**src/rtl/huffman_encoding.sv**
```systemverilog
// Fixed-table Huffman encoder for 3-bit symbols: a small symbol FIFO feeds an
// MSB-first serializer that emits one code bit per enabled clock.
module huffman_encoding #(
  parameter int unsigned FIFO_DEPTH = 4,
  parameter int unsigned CNT_W      = 16
) (
  input  logic             CLK,
  input  logic             nRST,
  input  logic             EN,
  input  logic [2:0]       SYM_IN,
  input  logic             SYM_VALID,
  output logic             SYM_READY,
  output logic             CODING_OUT,
  output logic             CODE_VALID,
  output logic             CODE_LAST,
  output logic [CNT_W-1:0] BIT_COUNT
);

  localparam int unsigned PTR_W  = $clog2(FIFO_DEPTH);
  localparam int unsigned FILL_W = PTR_W + 1;

  typedef enum logic {IDLE, SHIFT} state_t;

  logic [2:0]        mem [FIFO_DEPTH];
  logic [PTR_W-1:0]  wr_ptr;
  logic [PTR_W-1:0]  rd_ptr;
  logic [FILL_W-1:0] fill;
  logic              full;
  logic              empty;
  logic              push;
  logic              pop;

  state_t            state;
  state_t            state_nx;
  logic [3:0]        shreg;
  logic [3:0]        shreg_nx;
  logic [2:0]        rem;
  logic [2:0]        rem_nx;
  logic [6:0]        lookup;

  // Returns {length, left-aligned codeword}.
  function automatic logic [6:0] code_lookup(input logic [2:0] sym);
    logic [6:0] r;
    case (sym)
      3'd0:    r = {3'd2, 4'b0000};
      3'd1:    r = {3'd2, 4'b0100};
      3'd2:    r = {3'd3, 4'b1000};
      3'd3:    r = {3'd3, 4'b1010};
      3'd4:    r = {3'd4, 4'b1100};
      3'd5:    r = {3'd4, 4'b1101};
      3'd6:    r = {3'd4, 4'b1110};
      default: r = {3'd4, 4'b1111};
    endcase
    return r;
  endfunction

  assign full      = (fill == FILL_W'(FIFO_DEPTH));
  assign empty     = (fill == '0);
  assign SYM_READY = EN & ~nRST & ~full;
  assign push      = EN & SYM_VALID & SYM_READY;
  // Reloading while the last bit is on the wire keeps codewords back-to-back.
  assign pop       = EN & ~empty & ((state == IDLE) | (rem == 3'd1));
  assign lookup    = code_lookup(mem[rd_ptr]);

  always_ff @(posedge CLK) begin
    if (push) mem[wr_ptr] <= SYM_IN;
  end

  always_ff @(posedge CLK or posedge nRST) begin
    if (nRST) begin
      wr_ptr <= '0;
      rd_ptr <= '0;
      fill   <= '0;
    end else begin
      if (push) wr_ptr <= wr_ptr + PTR_W'(1);
      if (pop)  rd_ptr <= rd_ptr + PTR_W'(1);
      case ({push, pop})
        2'b10:   fill <= fill + FILL_W'(1);
        2'b01:   fill <= fill - FILL_W'(1);
        default: fill <= fill;
      endcase
    end
  end

  always_ff @(posedge CLK or posedge nRST) begin
    if (nRST) begin
      state <= IDLE;
      shreg <= '0;
      rem   <= '0;
    end else begin
      state <= state_nx;
      shreg <= shreg_nx;
      rem   <= rem_nx;
    end
  end

  always_comb begin
    state_nx = state;
    shreg_nx = shreg;
    rem_nx   = rem;
    if (EN) begin
      if (pop) begin
        rem_nx   = lookup[6:4];
        shreg_nx = lookup[3:0];
      end else if (state == SHIFT) begin
        rem_nx   = rem - 3'd1;
        shreg_nx = {shreg[2:0], 1'b0};
      end
      state_nx = (rem_nx != 3'd0) ? SHIFT : IDLE;
    end
  end

  assign CODING_OUT = shreg[3];
  assign CODE_VALID = EN & (state == SHIFT);
  assign CODE_LAST  = CODE_VALID & (rem == 3'd1);

  always_ff @(posedge CLK or posedge nRST) begin
    if (nRST) begin
      BIT_COUNT <= '0;
    end else if (CODE_VALID && (BIT_COUNT != '1)) begin
      BIT_COUNT <= BIT_COUNT + CNT_W'(1);
    end
  end

endmodule

```
**config.mk**
```make
export PLATFORM = sky130hd
export DESIGN_NAME = huffman_encoding
export DESIGN_NICKNAME = d
export VERILOG_FILES = /design/src/rtl/huffman_encoding.sv
export SDC_FILE = /design/constraint.sdc
export NUM_CORES = 1
export LEC_CHECK = 0
export ABC_AREA = 1
export CORE_UTILIZATION = 56
export DETAILED_ROUTE_END_ITERATION = 6
export PLACE_DENSITY = 0.81
export SYNTH_ARGS = -nofsm -noshare
export SYNTH_HDL_FRONTEND = slang
export SYNTH_SLANG_ARGS = --single-unit
```
**constraint.sdc**
```tcl
create_clock -name CLK -period 2.9 [get_ports CLK]
set_input_delay 0.29 -clock CLK [delete_from_list [all_inputs] [get_ports CLK]]
set_output_delay 0.29 -clock CLK [all_outputs]
set_load 0.05 [all_outputs]
```
* Yosys cells after proc, flatten, opt, wreduce, memory -nomap -nowiden *
Memories as Yosys holds them, arrays and structs flattened.
Index checks and enable logic that the tools add are counted.

word-level totals
  memories = 1
  input bits = 7
  memory bits (writable) = 12
  output and inout bits = 20
  word-level logic and storage cells = 55
  register bits = 31

memory list
  memory  words  width  rd ports  clocked after Yosys merged registers in  write ports  RTL line  text
  mem     4      3      1         0                                        1            24        logic [2:0] mem [FIFO_DEPTH];

cells by class
  mux-type cells = 10
  add/subtract/negate cells = 6
  bitwise logic cells = 13
  eq/ne operators = 11
  reduce and logical (&&, ||, !) cells = 7

operator list
  cell                     count
  $pmux W7 S7              1
  $add A16 B1 Y16 const B  1
  $ne A16 B16 Y1 const B   1
  $eq A3 B3 Y1 const B     4
  $mux W3                  3
  $and A1 B1 Y1            8
  $mux W4                  2
  $eq A3 B1 Y1 const B     2
  $eq A3 B2 Y1 const B     2
  $logic_not A3 Y1         2
  $pmux W3 S2              1
  $sub A3 B1 Y3 const B    2
  $add A2 B1 Y2 const B    2
  $not A1 Y1               4
  $reduce_bool A2 Y1       2
  $add A3 B1 Y3 const B    1
  $mux W1                  3
  $reduce_bool A3 Y1       1
  $eq A2 B1 Y1 const B     1
  $eq A2 B2 Y1 const B     1
  $reduce_and A2 Y1        1
  $logic_and A1 B1 Y1      1
  $or A1 B1 Y1             1

* Logic depth before layout (Yosys ltp) *
  depth after elaboration = 8
  gate-level depth with buffers = 12

* Worst setup path after synthesis *
OpenSTA, ideal clock, no wires.

  kind = input to register
  start = input nRST
  end = register fill[1]
  setup slack = -411 ps
  data arrival time = 3,228 ps
  stages on the path = 8
  setup time = 83 ps
  path through = inv_1 -> nand2_1 -> a31oi_1 -> nand2_1 -> ha_1 -> inv_1 -> fa_1 -> o21ai_0

between the ends
  word-level cells in the longest chain between the ends = 6

RTL lines
  element                                                   RTL line  text
  start: declaration                                        8         input logic nRST,
  $not A1 Y1 (*)                                            59        assign SYM_READY = EN & ~nRST & ~full;
  $and A1 B1 Y1 (*) (2 in series)                           59
  named net SYM_READY                                       12        output logic SYM_READY,
  $and A1 B1 Y1 (*)                                         60        assign push = EN & SYM_VALID & SYM_READY;
  $eq A2 B1 Y1 / $eq A2 B2 Y1 (equally long branches)       77        case ({push, pop})
  $pmux W3 S2 / $reduce_bool A2 Y1 (equally long branches)  n/a
  end signal: assignment                                    78        2'b10: fill <= fill + FILL_W'(1);
  end signal: assignment                                    79        2'b01: fill <= fill - FILL_W'(1);
  end signal: assignment                                    80        default: fill <= fill;
  end: declaration                                          27        logic [FILL_W-1:0] fill;

Mark *: on every way through the listed nets, which the timed path passes. The rest lies on a longest branch.
A chain may end at the register's enable or synchronous reset.

* Final worst setup path *
  start = input EN
  end = output CODE_VALID

between the ends
  word-level cells in the longest chain between the ends = 1

RTL lines
  element             RTL line  text
  start: declaration  9         input logic EN,
  $and A1 B1 Y1       114       assign CODE_VALID = EN & (state == SHIFT);
  end: declaration    14        output logic CODE_VALID,

No other way between the ends.

==> impl_metrics.toml <==
[outcome]
status = "finished clean"

[timing]
hold_viol = 0
grt_setup_unrepaired = "no"
finalCritPeriodShare = 0.822
slew_headroom = 0.665
fin_skew_ns = 0.00695
fin_tns_setup_ns = 0
final_max_slew_viol_count = 0
tightestPinTransition_ns = 0.501
hold_ws_ns = 0.451
period_minus_slack_ns = 2.38
setup-violations-final = 0
fin_ws_ns = 0.516
max_freq_ghz = 0.419

[detailed_routing]
dr_total_vias = 1829
remaining_drc_errors = 0
routed_wl_um = 4410
drtIter0Drc = 123
drt_first_pass_iters = 4
via_per_inst = 5.09
wl_per_cell_um = 12.3
postRouteAntennaNets = 0

[synth]
synth_cell_type_count = 30
ys_warn_count = 0
synth_area_leader_cell = "dfrtp_1"
synth.area.top_cells = "dfrtp_1, edfxtp_1, nand2_1"
ys.flop_type = "dfrtp_1"
synthCells = 278
netlist.area_leader.share = 0.331
synth_nets = 294
synthArstFlopShare = 0.721
synth.most_common_cell = "nand2_1"
synth_area_sq_um = 2340
seq_area_frac_synth = 0.485
synth_edf_count = 12
synth_seq_cells = 43
yosys-top-cells-count = "nand2_1, inv_1, dfrtp_1, nor2_1, nand3_1"
avgSynthCellArea_sq_um = 8.42

[floorplanning]
start_util = 0.585
die-area_sq_um = 4440
core_sq_um = 4000
die_w_um = 66.7
fp.dieH_um = 66.7
ioPinCount = 27
rows = 23

[critical_path]
end_kind = "primary output"
cp_data_required_time_ns = 2.61
r2r_end = "fill[2]"
crit_chain = "clkdlybuf4s50_1 -> nand2_1 -> inv_1 -> clkdlybuf4s50_1"
crit_path_start_kind = "input pin"
ff2ff_path_depth = 12
worstSetupPathType = "input pin to primary output"
regToRegSetupSlack_ns = 0.62
cp_max_fo = 11
crit_top_cell = "clkdlybuf4s50_1"
timing.rr.start = "rem[1]"
cp_data_arrival_time_ns = 2.09
crit_path_max_incr_delay_ns = 0.82
slowest_stage = "clkdlybuf4s50_1"

[cts]
cts-root-buf = "clkbuf_8"
cts_sinks = 43
h-tree-depth = 2
path_clk_slew_ns = 0.08
hold_buffers = 0
cts_tree = "built"
cts_made_buffers = 5
cts_buffer_depth = 2
clk_latency_ns = 0.29
cts_setup_buffers = 0
cts_resized = 0

[power]
ir_worst_vdd_mv = 0.766
power_density_nw_per_um2 = 955
seqPwrFrac = 0.368
p_clk_frac = 0.175
power.leakage_nw = 1.20
intPower_mw = 1.46
power.total_mw = 2.63
switching_share = 0.444
comb_power_share = 0.458
power.switching_mw = 1.17

[placed_design]
placed_area_sq_um = 2650
dp_slack_ns = 0.354
gp_congestion = 0.858
dpl.hpwl_um = 3220
port_buffers = 26

[global_routing]
grt_pass1_wl_um = 7450
antenna_found_initial = 0
grt_max_degree = 32
grt_pass1_vias = 1760
grt_usage = 0.225
grt_overflow = 0

[cells_and_area]
layout-drive-gt1-share = 0.0615
design_area_sq_um = 2750
num_antenna_cells = 0
areaGrowthSynthToFinish_pct = 17.6
nets = 324

[flow_run]
maxCapViolations = 0

[hold_path]
holdCritPathClass = "input pin to async pin"
==> flip-flops by register name, indices dropped and copies added, names as in the netlist <==
| name | count |
|---|---|
| BIT_COUNT | 16 |
| mem | 12 |
| shreg | 4 |
| fill | 3 |
| rem | 3 |
| rd_ptr | 2 |
| wr_ptr | 2 |
| state | 1 |
==> worst max-delay path: cells and delay by family <==
kind,cells,cell delay (ns)
buffers and inverters,3,1.64
AND/OR/NAND/NOR,1,0.16
==> through the flow <==
step | instances | utilization
5_1_grt | 359 | 0.688
4_1_cts | 359 | 0.688
6_report | 359 | 0.688
3_3_place_gp | 351 | 0.662
2_1_floorplan | 278 | -
3_5_place_dp | 351 | 0.662
==> metal layers <==
metal,part of all wire,global-route usage,vias to the layer above,routed length (um)
met1,0.44,0.264,849,1940
li1,-,-,940,-
met3,0.036,0.0582,9,161
met2,0.50,0.386,31,2210
met5,0,0,-,0
met4,0.021,0.0957,0,93
==> layout make-up <==
class                      instances  area, sq um
fill                             331         1250
sequential                        43         1140
multi-input combinational        196         1040
timing repair buffer              27          268
inverter                          35          138
clock buffer                       5         68.8
tap                               50         62.6
clock inverter                     3         38.8
==> cells by family (layout without fill, tap and decap cells) <==
kind of cell,Yosys count,count (layout),share of synthesized area
AOI/OAI and AO/OA,25,25,0.0599
adders and majority gates,9,9,0.0513
and+or+nand+nor,144,144,0.264
buffers and inverters,39,70,0.0722
xor gates and xnor gates,18,18,0.0673
DFF,43,43,0.485
==> how the worst max path moves through the flow <==
stage / from / endpoint / depth (start not counted) / slack [ns]
floorplan: nRST / fill[1] / 8 / 0.29
global route: EN / CODE_VALID / 4 / 0.39
detailed placement: EN / fill[2] / 9 / 0.35
CTS: EN / CODE_VALID / 4 / 0.53
finish: EN / CODE_VALID / 4 / 0.52
global placement: EN / fill[2] / 9 / 0.43
==> placed cells by master (no fill, tap or decap) <==
cell | synthesis | layout
fa_1 | 1 | 1
a31oi_2 | 0 | 1
clkinv_2 | 0 | 1
nand3_2 | 1 | 1
inv_1 | 32 | 31
a21oi_1 | 9 | 9
bufinv_16 | 0 | 1
nor3_1 | 6 | 6
ha_1 | 8 | 8
clkinvlp_4 | 0 | 1
xnor2_1 | 9 | 9
nor2_1 | 28 | 28
nand3_1 | 19 | 19
nand2_2 | 1 | 1
o21ai_0 | 10 | 10
clkdlybuf4s50_1 | 0 | 26
dfrtp_1 | 31 | 31
clkbuf_8 | 0 | 5
nand3_4 | 1 | 1
nand2_4 | 1 | 1
nand2_1 | 83 | 83
inv_2 | 1 | 1
o31ai_1 | 1 | 1
buf_4 | 1 | 1
inv_4 | 1 | 1
nor2_4 | 1 | 1
edfxtp_1 | 12 | 12
o21ai_2 | 2 | 2
a31oi_1 | 2 | 1
xor2_1 | 9 | 9
clkinv_1 | 1 | 2
nand3b_1 | 1 | 1
nand4_1 | 2 | 2
o21a_1 | 1 | 1
==> power groups by stage <==
stage                     clock [mW]  combinational [mW]  sequential [mW]
after floorplan                    0               0.743             1.13
after global placement             0                1.16            0.976
final                          0.460                1.20            0.967
after CTS                      0.463                1.21            0.968
after global routing           0.490                1.34            0.994
after detailed placement           0                1.20            0.980
No activity file was read; power rests on OpenSTA's default activity.
